File: src/rtl/fetch_ctrl.sv
// Instruction fetch sequencer: owns the PC, issues word reads to instruction memory,
// buffers returned words and presents them to decode over a valid/ready handshake.
module fetch_ctrl #(
    parameter logic [31:0] RESET_PC  = 32'h0000_0000,
    parameter int unsigned BUF_DEPTH = 2
) (
    input  logic        clk,
    input  logic        rst_n,
    output logic        imem_req_valid,
    output logic [31:0] imem_req_addr,
    input  logic        imem_resp_valid,
    input  logic [31:0] imem_resp_data,
    input  logic        redirect_valid,
    input  logic [31:0] redirect_pc,
    input  logic        halt,
    output logic        if_valid,
    output logic [31:0] if_pc,
    output logic [31:0] if_instr,
    input  logic        if_ready,
    output logic        busy
);

    localparam int unsigned PTR_W = (BUF_DEPTH > 1) ? $clog2(BUF_DEPTH) : 1;
    localparam int unsigned CNT_W = PTR_W + 1;
    localparam int unsigned OCC_W = CNT_W + 1;

    localparam logic [1:0] ST_BOOT = 2'd0;
    localparam logic [1:0] ST_RUN  = 2'd1;
    localparam logic [1:0] ST_HALT = 2'd2;

    logic [1:0]       state;
    logic [1:0]       state_next;
    logic [31:0]      pc;
    logic [31:0]      inflight_pc;
    logic             inflight;
    logic             drop;
    logic [CNT_W-1:0] count;
    logic [PTR_W-1:0] rd_ptr;
    logic [PTR_W-1:0] wr_ptr;
    logic [31:0]      buf_pc    [BUF_DEPTH];
    logic [31:0]      buf_instr [BUF_DEPTH];

    logic             pop;
    logic             redir;
    logic             issue;
    logic             resp_hit;
    logic             push;
    logic [OCC_W-1:0] occ;

    // State register
    always_ff @(posedge clk) begin
        if (!rst_n) begin
            state <= ST_BOOT;
        end else begin
            state <= state_next;
        end
    end

    // Next state and per-cycle control
    always_comb begin
        state_next = state;
        pop        = 1'b0;
        redir      = 1'b0;
        occ        = '0;
        issue      = 1'b0;
        resp_hit   = 1'b0;
        push       = 1'b0;

        pop      = if_valid && if_ready;
        redir    = redirect_valid && (state != ST_BOOT);
        // Slots already promised: buffered entries plus the outstanding read, less this cycle's pop
        occ      = OCC_W'(count) + OCC_W'(inflight) - OCC_W'(pop);
        issue    = (state == ST_RUN) && !halt && !redir && (occ < OCC_W'(BUF_DEPTH));
        resp_hit = imem_resp_valid && inflight;
        push     = resp_hit && !drop && !redir;

        case (state)
            ST_BOOT: state_next = halt ? ST_HALT : ST_RUN;
            ST_RUN:  state_next = (halt && !redir) ? ST_HALT : ST_RUN;
            ST_HALT: state_next = halt ? ST_HALT : ST_RUN;
            default: state_next = ST_BOOT;
        endcase
    end

    // PC, outstanding-read tracking and buffer bookkeeping
    always_ff @(posedge clk) begin
        if (!rst_n) begin
            pc          <= {RESET_PC[31:2], 2'b00};
            inflight    <= 1'b0;
            inflight_pc <= 32'h0;
            drop        <= 1'b0;
            count       <= '0;
            rd_ptr      <= '0;
            wr_ptr      <= '0;
        end else begin
            if (redir) begin
                pc <= redirect_pc & ~32'h3;
            end else if (issue) begin
                pc <= pc + 32'd4;
            end

            if (issue) begin
                inflight    <= 1'b1;
                inflight_pc <= pc;
            end else if (imem_resp_valid) begin
                inflight <= 1'b0;
            end

            // A redirect with the answer still outstanding marks that late answer as stale
            if (redir && inflight && !imem_resp_valid) begin
                drop <= 1'b1;
            end else if (resp_hit) begin
                drop <= 1'b0;
            end

            if (redir) begin
                count  <= '0;
                rd_ptr <= '0;
                wr_ptr <= '0;
            end else begin
                if (push) begin
                    wr_ptr <= wr_ptr + PTR_W'(1);
                end
                if (pop) begin
                    rd_ptr <= rd_ptr + PTR_W'(1);
                end
                count <= count + CNT_W'(push) - CNT_W'(pop);
            end
        end
    end

    // Buffer storage; contents are qualified by count so need no reset
    always_ff @(posedge clk) begin
        if (push) begin
            buf_pc[wr_ptr]    <= inflight_pc;
            buf_instr[wr_ptr] <= imem_resp_data;
        end
    end

    assign imem_req_valid = issue;
    assign imem_req_addr  = issue ? pc : 32'h0;
    assign if_valid       = (count != '0);
    assign if_pc          = if_valid ? buf_pc[rd_ptr] : 32'h0;
    assign if_instr       = if_valid ? buf_instr[rd_ptr] : 32'h0;
    assign busy           = inflight || if_valid;

endmodule

File: config.mk
export PLATFORM = sky130hd
export DESIGN_NAME = fetch_ctrl
export DESIGN_NICKNAME = d
export VERILOG_FILES = /design/src/rtl/fetch_ctrl.sv
export SDC_FILE = /design/constraint.sdc
export NUM_CORES = 1
export LEC_CHECK = 0
export BUFFER_PORTS_ARGS = -buffer_cell sky130_fd_sc_hd__buf_2
export CORE_UTILIZATION = 59
export DETAILED_ROUTE_END_ITERATION = 10
export HOLD_SLACK_MARGIN = 0.15
export PLACE_DENSITY = 0.85
export SETUP_SLACK_MARGIN = 0.5
export SYNTH_ARGS = -nofsm -noshare
export SYNTH_HDL_FRONTEND = slang
export SYNTH_SLANG_ARGS = --single-unit
File: constraint.sdc
create_clock -name clk -period 22.9 [get_ports clk]
set_clock_uncertainty 0.05 [all_clocks]
set_input_delay 0 -clock clk [delete_from_list [all_inputs] [get_ports clk]]
set_output_delay 0 -clock clk [all_outputs]
set_load 0.02 [all_outputs]
==> impl_metrics.yaml <==
status:
  status: "complete, no violations"
cts:
  cts_root_buf: "clkbuf_16"
  clk_pin_slew_ps: 60
  cts_resized: 0
  clock_latency_ps: 420
  cts_setup_buffers: 0
  cts.sinks: 193
  cts_max_level: 4
  cts_tree: "done"
  cts-buffers-inserted: 17
  ctsHoldBuffers: 72
  clk_path_buf_depth: 2
grt:
  antenna_found_initial: 0
  grt_remaining_overflow: 0
  grt_pass1_vias: 6048
  grt_max_degree: 63
  grt_usage: 0.278
  grt_first_pass_wirelength_um: 30100
sta:
  slew_headroom: 0.259
  worst_pin_slew_ps: 1110
  timing.final.crit_share: 0.168
  slew_violations: 0
  fin_hold_ws_ps: 215
  period_minus_slack_ps: 3850
  hold_violations: 0
  clock.fmax_mhz: 259
  rsz0062_at_grt: "no"
  tns_ps: 0
  setup_slack_ps: 19050
  finalSetupViolCount: 0
power_and_ir_drop:
  p_leak_nw: 4.03
  ir_drop_v: 0.0000564
  power_density_nw_per_um2: 71.3
layout:
  final_area_um2: 10200
  stdcell_count: 1105
  nets: 989
  n_antenna_cell: 0
  drive_gt1_frac: 0.225
  final_common_cell: "buf_2"
  final_cell_mix: "buf_2, edfxtp_1, nor2_1, nand2_1, dlygate4sd3_1"
  area_delta_synth_final_pct: 28.8
synthesis:
  post-synth-top-area-cell: "edfxtp_1"
  async_flop_share: 0
  yosys-top-cells-area: "edfxtp_1, dfxtp_1, mux2i_1"
  postSynthCellCount: 692
  yosysSeqAreaShare: 0.642
  ys_ff_latch: 193
  syn_avg_cell_area_um2: 11.5
  synth_edf_count: 124
  ys_types: 46
  synthFlopType: "edfxtp_1"
  synth_top_area_frac: 0.468
  ys_warn_count: 0
  syn_area_um2: 7950
route:
  ant_nets: 0
  wirelength_um: 18800
  via_per_inst: 5.59
  drtPass1Iterations: 5
  vias: 6180
  wl_per_cell_um: 17.0
  drc: 0
  drtIter0Drc: 523
worst_setup_path:
  start_kind: "flop"
  worst-setup-path-type: "reg2out"
  required_ps: 22850
  crit_arrival_ps: 3800
  cp-end-kind: "output pin"
  crit_path_max_fanout: 32
place:
  placed_area_um2: 8910
  dp_slack_ps: 19440
  portBuffers: 162
  hpwl_um: 11100
  gp_congestion: 0.866
  dp.cells: 1001
floorplan:
  die_h_um: 118
  core_um2: 13200
  initial_utilization: 0.603
  die_area_um2: 13900
  rows: 42
  fp.dieW_um: 118
  pin_count: 169
min_path:
  hold_class: "in2reg"
job:
  maxCapViolations: 0
power breakdown:
group | switching, mW | leakage, nW | internal (mW)
Combinational | 0.0248 | 2.04 | 0.0232
Sequential | 0.00935 | 1.69 | 0.374
Clock | 0.124 | 0.297 | 0.174
flip-flops by register name, indices dropped and copies added, names as in the netlist, named ones only:
signal       cells
wr_ptr           1
inflight         1
rd_ptr           1
buf_pc          60
state            2
count            2
pc              30
drop             1
buf_instr       64
inflight_pc     30
cell type report:
class	instances	area, um^2
Clock buffer	22	485
Clock inverter	10	121
Fill cell	811	2950
Inverter	38	143
Multi-Input combinational cell	426	2580
Sequential cell	193	5110
Tap cell	176	220
Timing Repair Buffer	240	1580
worst paths after layout:
kind | slack (ps) | to | from | cells past startpoint
setup / recovery | 19050 | imem_req_addr[21] | count[1] | 10
hold / removal | 220 | flop | redirect_valid | 4
setup reg to reg | 19380 | pc[9] | count[1] | 10
hold reg to reg | 410 | buf_pc[1][15] | inflight_pc[15] | 0
metrics by stage:
stage                     power, mW   util
after global placement        0.425  0.675
after floorplan               0.412      -
after detailed placement      0.427  0.675
after global routing          0.752  0.776
final                         0.730  0.776
after CTS                     0.731  0.776
synth_stat cells, drive strengths merged (3+ instances only):
master / number
nor4: 11
buf: 5
nand4: 10
and3: 4
a21oi: 45
xnor2: 18
a31oi: 3
o21ai: 18
inv: 38
edfxtp: 124
clkbuf: 33
nor3: 4
dfxtp: 69
and2: 3
nand3: 14
or4: 7
or3: 11
xor2: 10
a211oi: 11
mux2i: 63
nand2: 81
nor2: 85
layer usage:
layer  track usage  wire length, um  vias up
met2         0.483             9700      270
met3        0.0547             1100       43
met1         0.343             7530     2973
met4         0.104              447        0
li1              -                -     2894
met5             0                0        -
critical path, stage by stage (launching register included):
cell       delay (ps)
dfxtp_1           570
nand2_1            90
nor2_1            180
o21ai_0           140
fa_1              530
nand4bb_1         120
or3_1             410
inv_1             790
nand2_1           270
inv_1             110
buf_2             170
kinds of logic after synthesis:
logic type,Yosys count,synth area share
AO/OA/AOI/OAI,86,0.0625
XOR/XNOR,28,0.0318
adder cells (fa/ha/maj),3,0.00567
buffers and inverters,76,0.0378
flip-flops,193,0.642
multiplexers,63,0.0793
other,1,0.000472
AND/OR/NAND/NOR,242,0.140
Note: power is estimated with default switching activity, not from simulation.
